### src/rtl/posit_regime_pipe_if.sv
// Operand-in / regime-out handshake bundle for the posit regime decoder.
interface posit_regime_pipe_if #(
   parameter int unsigned N  = 32,
   parameter int unsigned RS = $clog2(N)
);
   logic          in_valid;
   logic          in_ready;
   logic [N-1:0]  in_posit;
   logic          out_valid;
   logic          out_ready;
   logic          out_sign;
   logic          out_zero;
   logic          out_nar;
   logic [RS:0]   out_k;
   logic [RS-1:0] out_run;
   logic [N-2:0]  out_rem;

   // Decoder side: consumes words, produces regime results.
   modport slave (
      input  in_valid, in_posit, out_ready,
      output in_ready, out_valid, out_sign, out_zero, out_nar, out_k, out_run, out_rem
   );

   // Producer/consumer side surrounding the decoder.
   modport master (
      output in_valid, in_posit, out_ready,
      input  in_ready, out_valid, out_sign, out_zero, out_nar, out_k, out_run, out_rem
   );
endinterface

### src/rtl/posit_regime_pipe.sv
// Two-stage back-pressurable posit regime decoder: S1 takes |word|, S2 measures the regime run.
module posit_regime_pipe #(
   parameter int unsigned N  = 32,
   parameter int unsigned ES = 4,
   parameter int unsigned RS = $clog2(N)
) (
   input logic                clk,
   input logic                rst_n,
   posit_regime_pipe_if.slave bus
);
   localparam int unsigned BW = N - 1;   // body width below the sign bit
   localparam int unsigned KW = RS + 1;  // signed regime width

   // Exponent width only matters downstream; reject nonsensical shapes at elaboration.
   if (N < 4 || ES >= N) begin : g_param_chk
      $error("posit_regime_pipe: need N >= 4 and ES < N");
   end

   logic          adv1_c, adv2_c;
   logic [BW-1:0] body_c;
   logic          rc_c, hit_end_c, special_c;
   logic [RS-1:0] run_c, len_c;
   logic [KW-1:0] k_c;
   logic [BW-1:0] rem_c;

   logic          v1_q, v1_d, sign1_q, sign1_d, zero1_q, zero1_d, nar1_q, nar1_d;
   logic [BW-1:0] body1_q, body1_d;
   logic          v2_q, v2_d, sign2_q, sign2_d, zero2_q, zero2_d, nar2_q, nar2_d;
   logic [KW-1:0] k2_q, k2_d;
   logic [RS-1:0] run2_q, run2_d;
   logic [BW-1:0] rem2_q, rem2_d;

   // Stage advance: S2 drains when empty or popped; S1 follows S2.
   assign adv2_c       = !v2_q || bus.out_ready;
   assign adv1_c       = !v1_q || adv2_c;
   assign bus.in_ready = adv1_c;

   // Low bits of the two's complement equal the low bits of the full-word negation.
   assign body_c = bus.in_posit[N-1] ? (~bus.in_posit[BW-1:0] + BW'(1)) : bus.in_posit[BW-1:0];

   // Stage 1 capture: sign, special-value flags and magnitude body.
   always_comb begin
      v1_d    = v1_q;
      sign1_d = sign1_q;
      zero1_d = zero1_q;
      nar1_d  = nar1_q;
      body1_d = body1_q;
      if (adv1_c) begin
         v1_d = bus.in_valid;
         if (bus.in_valid) begin
            sign1_d = bus.in_posit[N-1];
            zero1_d = (bus.in_posit == '0);
            nar1_d  = (bus.in_posit == {1'b1, {BW{1'b0}}});
            body1_d = body_c;
         end
      end
   end

   // Regime run length: identical bits from the body MSB down (always at least one).
   always_comb begin
      rc_c      = body1_q[BW-1];
      run_c     = '0;
      hit_end_c = 1'b0;
      for (int i = int'(BW) - 1; i >= 0; i--) begin
         if (!hit_end_c && (body1_q[i] == rc_c)) run_c = run_c + RS'(1);
         else hit_end_c = 1'b1;
      end
   end

   // Regime value, regime length (run plus terminator unless it ran off the end) and remainder.
   always_comb begin
      k_c       = rc_c ? (KW'(run_c) - KW'(1)) : (KW'(0) - KW'(run_c));
      len_c     = (run_c < RS'(BW)) ? (run_c + RS'(1)) : RS'(BW);
      rem_c     = body1_q << len_c;
      special_c = zero1_q || nar1_q;
   end

   // Stage 2 capture: zero/NaR force an all-zero regime payload.
   always_comb begin
      v2_d    = v2_q;
      sign2_d = sign2_q;
      zero2_d = zero2_q;
      nar2_d  = nar2_q;
      k2_d    = k2_q;
      run2_d  = run2_q;
      rem2_d  = rem2_q;
      if (adv2_c) begin
         v2_d = v1_q;
         if (v1_q) begin
            sign2_d = sign1_q;
            zero2_d = zero1_q;
            nar2_d  = nar1_q;
            k2_d    = special_c ? '0 : k_c;
            run2_d  = special_c ? '0 : run_c;
            rem2_d  = special_c ? '0 : rem_c;
         end
      end
   end

   // Pipeline registers; reset drops any in-flight words.
   always_ff @(posedge clk or negedge rst_n) begin
      if (!rst_n) begin
         v1_q    <= 1'b0;
         sign1_q <= 1'b0;
         zero1_q <= 1'b0;
         nar1_q  <= 1'b0;
         body1_q <= '0;
         v2_q    <= 1'b0;
         sign2_q <= 1'b0;
         zero2_q <= 1'b0;
         nar2_q  <= 1'b0;
         k2_q    <= '0;
         run2_q  <= '0;
         rem2_q  <= '0;
      end else begin
         v1_q    <= v1_d;
         sign1_q <= sign1_d;
         zero1_q <= zero1_d;
         nar1_q  <= nar1_d;
         body1_q <= body1_d;
         v2_q    <= v2_d;
         sign2_q <= sign2_d;
         zero2_q <= zero2_d;
         nar2_q  <= nar2_d;
         k2_q    <= k2_d;
         run2_q  <= run2_d;
         rem2_q  <= rem2_d;
      end
   end

   assign bus.out_valid = v2_q;
   assign bus.out_sign  = sign2_q;
   assign bus.out_zero  = zero2_q;
   assign bus.out_nar   = nar2_q;
   assign bus.out_k     = k2_q;
   assign bus.out_run   = run2_q;
   assign bus.out_rem   = rem2_q;
endmodule

### src/flat_wrapper.sv
// flat-port wrapper written by rule: the top's interface ports become plain ports
module posit_regime_pipe_flat 
#(
   parameter int unsigned N  = 32,
   parameter int unsigned ES = 4,
   parameter int unsigned RS = $clog2(N)
)
  (clk, rst_n, bus_in_valid, bus_in_posit, bus_out_ready, bus_in_ready, bus_out_valid, bus_out_sign, bus_out_zero, bus_out_nar, bus_out_k, bus_out_run, bus_out_rem);
  posit_regime_pipe_if #(.N(N), .RS(RS)) bus_i ();
  input logic clk;
  input logic rst_n;
  input wire logic [$bits(bus_i.in_valid)-1:0] bus_in_valid;
  input wire logic [$bits(bus_i.in_posit)-1:0] bus_in_posit;
  input wire logic [$bits(bus_i.out_ready)-1:0] bus_out_ready;
  output wire logic [$bits(bus_i.in_ready)-1:0] bus_in_ready;
  output wire logic [$bits(bus_i.out_valid)-1:0] bus_out_valid;
  output wire logic [$bits(bus_i.out_sign)-1:0] bus_out_sign;
  output wire logic [$bits(bus_i.out_zero)-1:0] bus_out_zero;
  output wire logic [$bits(bus_i.out_nar)-1:0] bus_out_nar;
  output wire logic [$bits(bus_i.out_k)-1:0] bus_out_k;
  output wire logic [$bits(bus_i.out_run)-1:0] bus_out_run;
  output wire logic [$bits(bus_i.out_rem)-1:0] bus_out_rem;
  assign bus_i.in_valid = bus_in_valid;
  assign bus_i.in_posit = bus_in_posit;
  assign bus_i.out_ready = bus_out_ready;
  assign bus_in_ready = bus_i.in_ready;
  assign bus_out_valid = bus_i.out_valid;
  assign bus_out_sign = bus_i.out_sign;
  assign bus_out_zero = bus_i.out_zero;
  assign bus_out_nar = bus_i.out_nar;
  assign bus_out_k = bus_i.out_k;
  assign bus_out_run = bus_i.out_run;
  assign bus_out_rem = bus_i.out_rem;
  posit_regime_pipe #(.N(N), .ES(ES), .RS(RS)) u_core (.clk(clk), .rst_n(rst_n), .bus(bus_i));
endmodule
### config.mk
export PLATFORM = sky130hd
export DESIGN_NAME = posit_regime_pipe_flat
export DESIGN_NICKNAME = d
export VERILOG_FILES = /design/src/rtl/posit_regime_pipe_if.sv /design/src/rtl/posit_regime_pipe.sv /design/src/flat_wrapper.sv
export SDC_FILE = /design/constraint.sdc
export NUM_CORES = 1
export LEC_CHECK = 0
export ABC_AREA = 1
export BUFFER_PORTS_ARGS = -buffer_cell sky130_fd_sc_hd__buf_4
export CAP_MARGIN = 30
export CORE_AREA = 5 5 162 164
export DETAILED_ROUTE_END_ITERATION = 12
export DIE_AREA = 0 0 167 169
export SLEW_MARGIN = 20
export SYNTH_ARGS = -nofsm -noshare
export SYNTH_HDL_FRONTEND = slang
export SYNTH_SLANG_ARGS = --single-unit
### constraint.sdc
create_clock -name clk -period 9.38 [get_ports clk]
set_input_delay 1.876 -clock clk [delete_from_list [all_inputs] [get_ports clk]]
set_output_delay 1.876 -clock clk [all_outputs]
set_load 0.02 [all_outputs]
==> results.txt <==
----------------------------------------------------
[Logic synthesis]
  Number of distinct standard cells referenced by the synthesized netlist ... 58
  Post-synthesis mux area share ... 0.115%
  Synthesized netlist cell count ... around 1,400
  Complex-gate fraction of the synthesized area ... 9.07%
  Top cells by count, synth ... sky130_fd_sc_hd__nand2_1, sky130_fd_sc_hd__nand3_1, sky130_fd_sc_hd__inv_1, sky130_fd_sc_hd__nor2_1, sky130_fd_sc_hd__dfrtp_1
  Main combinational cell family by area after synthesis ... simple AND/OR/NAND/NOR gates
  Fraction of post-synthesis cell area in the top cell type by area ... 23.3%
  Synth Net Count ... 1,448
  Cell Area, Synth ... about 8700 sq um
  Fraction of the yosys area taken by sequential cells ... 23.3%
  Cell with the most instances after synthesis ... sky130_fd_sc_hd__nand2_1
  Synth Area in Simple Gates ... 47.1%
  Synthesized-area fraction occupied by xor and xnor cells ... 4.82%
  Biggest area consumer among synthesized cells ... sky130_fd_sc_hd__dfrtp_1
  Mean instance size in the synthesized netlist ... 6.29 sq um
  Synth top area cells ... sky130_fd_sc_hd__dfrtp_1, sky130_fd_sc_hd__nand2_1, sky130_fd_sc_hd__nand3_1, sky130_fd_sc_hd__inv_1, sky130_fd_sc_hd__nor2_1
  EDFF count, synth ... 0
  Most common flop cell mapped by yosys ... sky130_fd_sc_hd__dfrtp_1
  Register bit total from synthesis ... 81
  Yosys Warn Count ... 0
  Share of async-settable or async-resettable flops after synthesis ... 100%
  Adder and majority gate portion of the synthesized area ... 4.17%

[CTS]
  CTS Root Buffer Type ... sky130_fd_sc_hd__clkbuf_16
  Clock Sink Count ... 81
  Cts hold-fix bufs ... 0
  Clock-pin slew of the registers on the worst-case setup and hold paths ... 0.07 ns
  Number of H-tree branching levels ... 3
  CTS tree ... done
  Number of clock buffers inserted by TritonCTS ... 9
  Clock insertion delay at the later pin of the skew report ... 0.36 ns
  Maximum buffer depth of the clock tree ... 2

[STA]
  Final-report setup violation count ... 39
  Setup repair after global routing missed its margin ... true
  Actual transition at the worst max-transition pin ... between 0.8 and 0.9 ns
  Hold Slack ... 0.477 ns
  Worst relative slew slack ... 43.3%
  Final cycle utilization of the critical path ... 111%
  Clock Skews ... 0.0122 ns
  Highest clock frequency the design can meet ... 95.8 MHz
  Number of slew-limit violations in the final report ... 0
  Hold Vio Cnt, Final ... 0
  Final worst-path setup slack ... -1.06 ns
  Shortest period the worst path allows ... ~10 ns

[Critical path]
  Crit path kind ... reg -> reg
  Most used cell, CP ... sky130_fd_sc_hd__inv_2
  Worst reg-to-reg setup slack ... -1.06 ns
  Kind of start point of the critical path ... register
  Type of element capturing the critical path ... register
  Critical path arrival ... 10.68 ns
  Largest driver fanout on the critical path ... 8
  Req. time, crit path ... 9.63 ns
  Delay contributed by the slowest stage of the critical path ... 0.43 ns
  Slowest cell on crit path ... sky130_fd_sc_hd__dfrtp_1

[Outcome]
  Failing checks ... negative setup slack
  Run status ... finished, violations left

[GRT]
  Antenna violations before repair ... 0
  Sum of overflow across all layers after global routing ... 0
  Number of global-route vias before repair ... about 9,500
  Largest net degree at the start of global routing ... 67
  All-Layer GR Usage ... between 10% and 20%
  Global-route wire length before repair ... approximately 46 mm

[Floorplanning]
  I/O pin count ... 83
  Cell Rows ... 58
  Vertical die dimension ... 169 microns
  Die area ... roughly 28,000 sq um
  Starting Density ... roughly a third
  Horizontal extent of the die ... 167 microns
  Floorplan Core Area ... 24,700 sq um

[Flow run]
  Maxcap violations ... 0

[Power]
  Static Leak ... 0.00679 uW
  Power density of the placed cells ... 354 nW/um^2
  Peak VDD IR ... 214 uV

[Routing]
  WL final ... 29.6 mm
  Met3 WL ... 1.15 mm
  Wire length per cell after detailed routing ... 15.0 microns
  Top layer in use ... met4
  Met1 Routed Length ... 12.1 mm
  Met2 wirelength from detailed routing ... 15.6 mm
  DR vias ... 10,000
  Via density per instance ... 5.07
  DRC violation count after routing ... 0
  ANT nets after route ... 0
  Detailed router's first-iteration violation count ... 677
  Number of detailed-route iterations in the first pass ... 5

[Placement]
  Port-buffer cells ... 82
  Total half-perimeter wirelength after legalization and detailed placement ... 19.3 mm
  Placer's final routability congestion estimate ... 0.882

[Hold path]
  Class of the worst hold path ... reg -> reg

[Layout]
  Fraction of final layout cells sized beyond drive strength 1 ... 44.8%
  Area overhead of the layout relative to synthesis ... 55.9%
  Final nets ... 1,705
  Number of diodes added for antenna fixing ... 0
  Post-Route Utilization ... between 50 and 60%

----------------------------------------------------
-- worst paths after layout --
| kind | cells past startpoint | from | endpoint |
|---|---|---|---|
| worst max-delay path | 77 | u_core.body1_q[29]$_DFFE_PN0P_ | u_core.bus.out_rem[27]$_DFFE_PN0P_ |
| worst min-delay path | 2 | u_core.bus.out_rem[20]$_DFFE_PN0P_ | u_core.bus.out_rem[20]$_DFFE_PN0P_ |
| worst max register to register | 77 | u_core.body1_q[29]$_DFFE_PN0P_ | u_core.bus.out_rem[27]$_DFFE_PN0P_ |
| worst min register to register | 2 | u_core.bus.out_rem[20]$_DFFE_PN0P_ | u_core.bus.out_rem[20]$_DFFE_PN0P_ |
| max in group asynchronous | 2 | rst_n | u_core.body1_q[28]$_DFFE_PN0P_ |
| min in group asynchronous | 1 | rst_n | u_core.bus.out_rem[16]$_DFFE_PN0P_ |
-- cells by family after synthesis --
family | count (synthesis)
adder cells (fa/ha/maj) | 29
XOR/XNOR | 47
buffers and inverters | 217
AND/OR/NAND/NOR | 876
flip-flops | 81
AO/OA/AOI/OAI | 132
multiplexers | 1
-- flip-flops by register name (all words and copies together), names as in the netlist, 5 cells and up --
name,count
u_core.bus.out_rem,31
u_core.body1_q,31
u_core.bus.out_run,5
u_core.bus.out_k,6
-- through the flow --
stage / cell area, sq um / total power, uW / instances / setup TNS (ns) / worst slack (ns)
after floorplan: 8840 / 2230 / 1383 / -8.38 / -0.347
after global placement: 10300 / 2950 / 1847 / -32.53 / -1.08
after detailed placement: 10300 / 2980 / 1848 / -41.90 / -1.31
after CTS: 12500 / 4260 / 1951 / -32.06 / -1.02
after global routing: 13600 / 5120 / 1975 / -55.25 / -1.61
final: 13600 / 4810 / 1975 / -33.87 / -1.06
-- routing by layer --
layer	global-route usage [%]	vias to the layer above
met5	0	-
met4	7.01	0
met3	2.94	75
met2	34.7	233
met1	23.3	4718
li1	-	4996
-- critical path, delay by kind of cell, from the launching register on --
kind                     cells  cell delay, ns
AO/OA/AOI/OAI               13            1.76
XOR/XNOR                     1            0.15
adder cells (fa/ha/maj)     15            3.77
buffers and inverters       11            0.78
flip-flops                   1            0.43
AND/OR/NAND/NOR             37            3.43
-- layout by cell type (no fill, tap or decap), types with 15 or more instances in the layout --
master	count
sky130_fd_sc_hd__ha_4	15
sky130_fd_sc_hd__nor2_1	80
sky130_fd_sc_hd__o21ai_0	54
sky130_fd_sc_hd__nand3_2	111
sky130_fd_sc_hd__inv_1	127
sky130_fd_sc_hd__nor2_4	17
sky130_fd_sc_hd__nand2_4	40
sky130_fd_sc_hd__nand4_1	16
sky130_fd_sc_hd__nand2_1	343
sky130_fd_sc_hd__nand3_4	32
sky130_fd_sc_hd__xor2_1	26
sky130_fd_sc_hd__dfrtp_1	79
sky130_fd_sc_hd__inv_2	24
sky130_fd_sc_hd__buf_6	29
sky130_fd_sc_hd__nand3_1	100
sky130_fd_sc_hd__o21ai_2	21
sky130_fd_sc_hd__buf_4	238
sky130_fd_sc_hd__nand2_2	99
-- power breakdown --
part	leakage [uW]	internal (uW)	switching, uW	total (uW)
sequential	0.00100	463	79.9	543
combinational	0.00565	1650	2240	3890
clock	0.000139	209	165	374
total	0.00679	2320	2480	4810
-- repair_timing --
item	CTS	global route
endpoints found under the hold margin	0	0
resized for setup	226	205
gates cloned	13	0
setup buffers	79	29
setup endpoints to repair	40	40
pin swaps	80	122
-- final cells by class --
class                   count  area [sq um]
fillers                  2247         11200
inverters                 168           707
flip-flops and latches     81          2030
clock buffers               9           225
repair inverters            4          41.3
clock inverters             7          78.8
multi-input cells        1085          7440
well taps                 330           413
repair buffers            291          2630
Power figures use the tool's default switching activity.
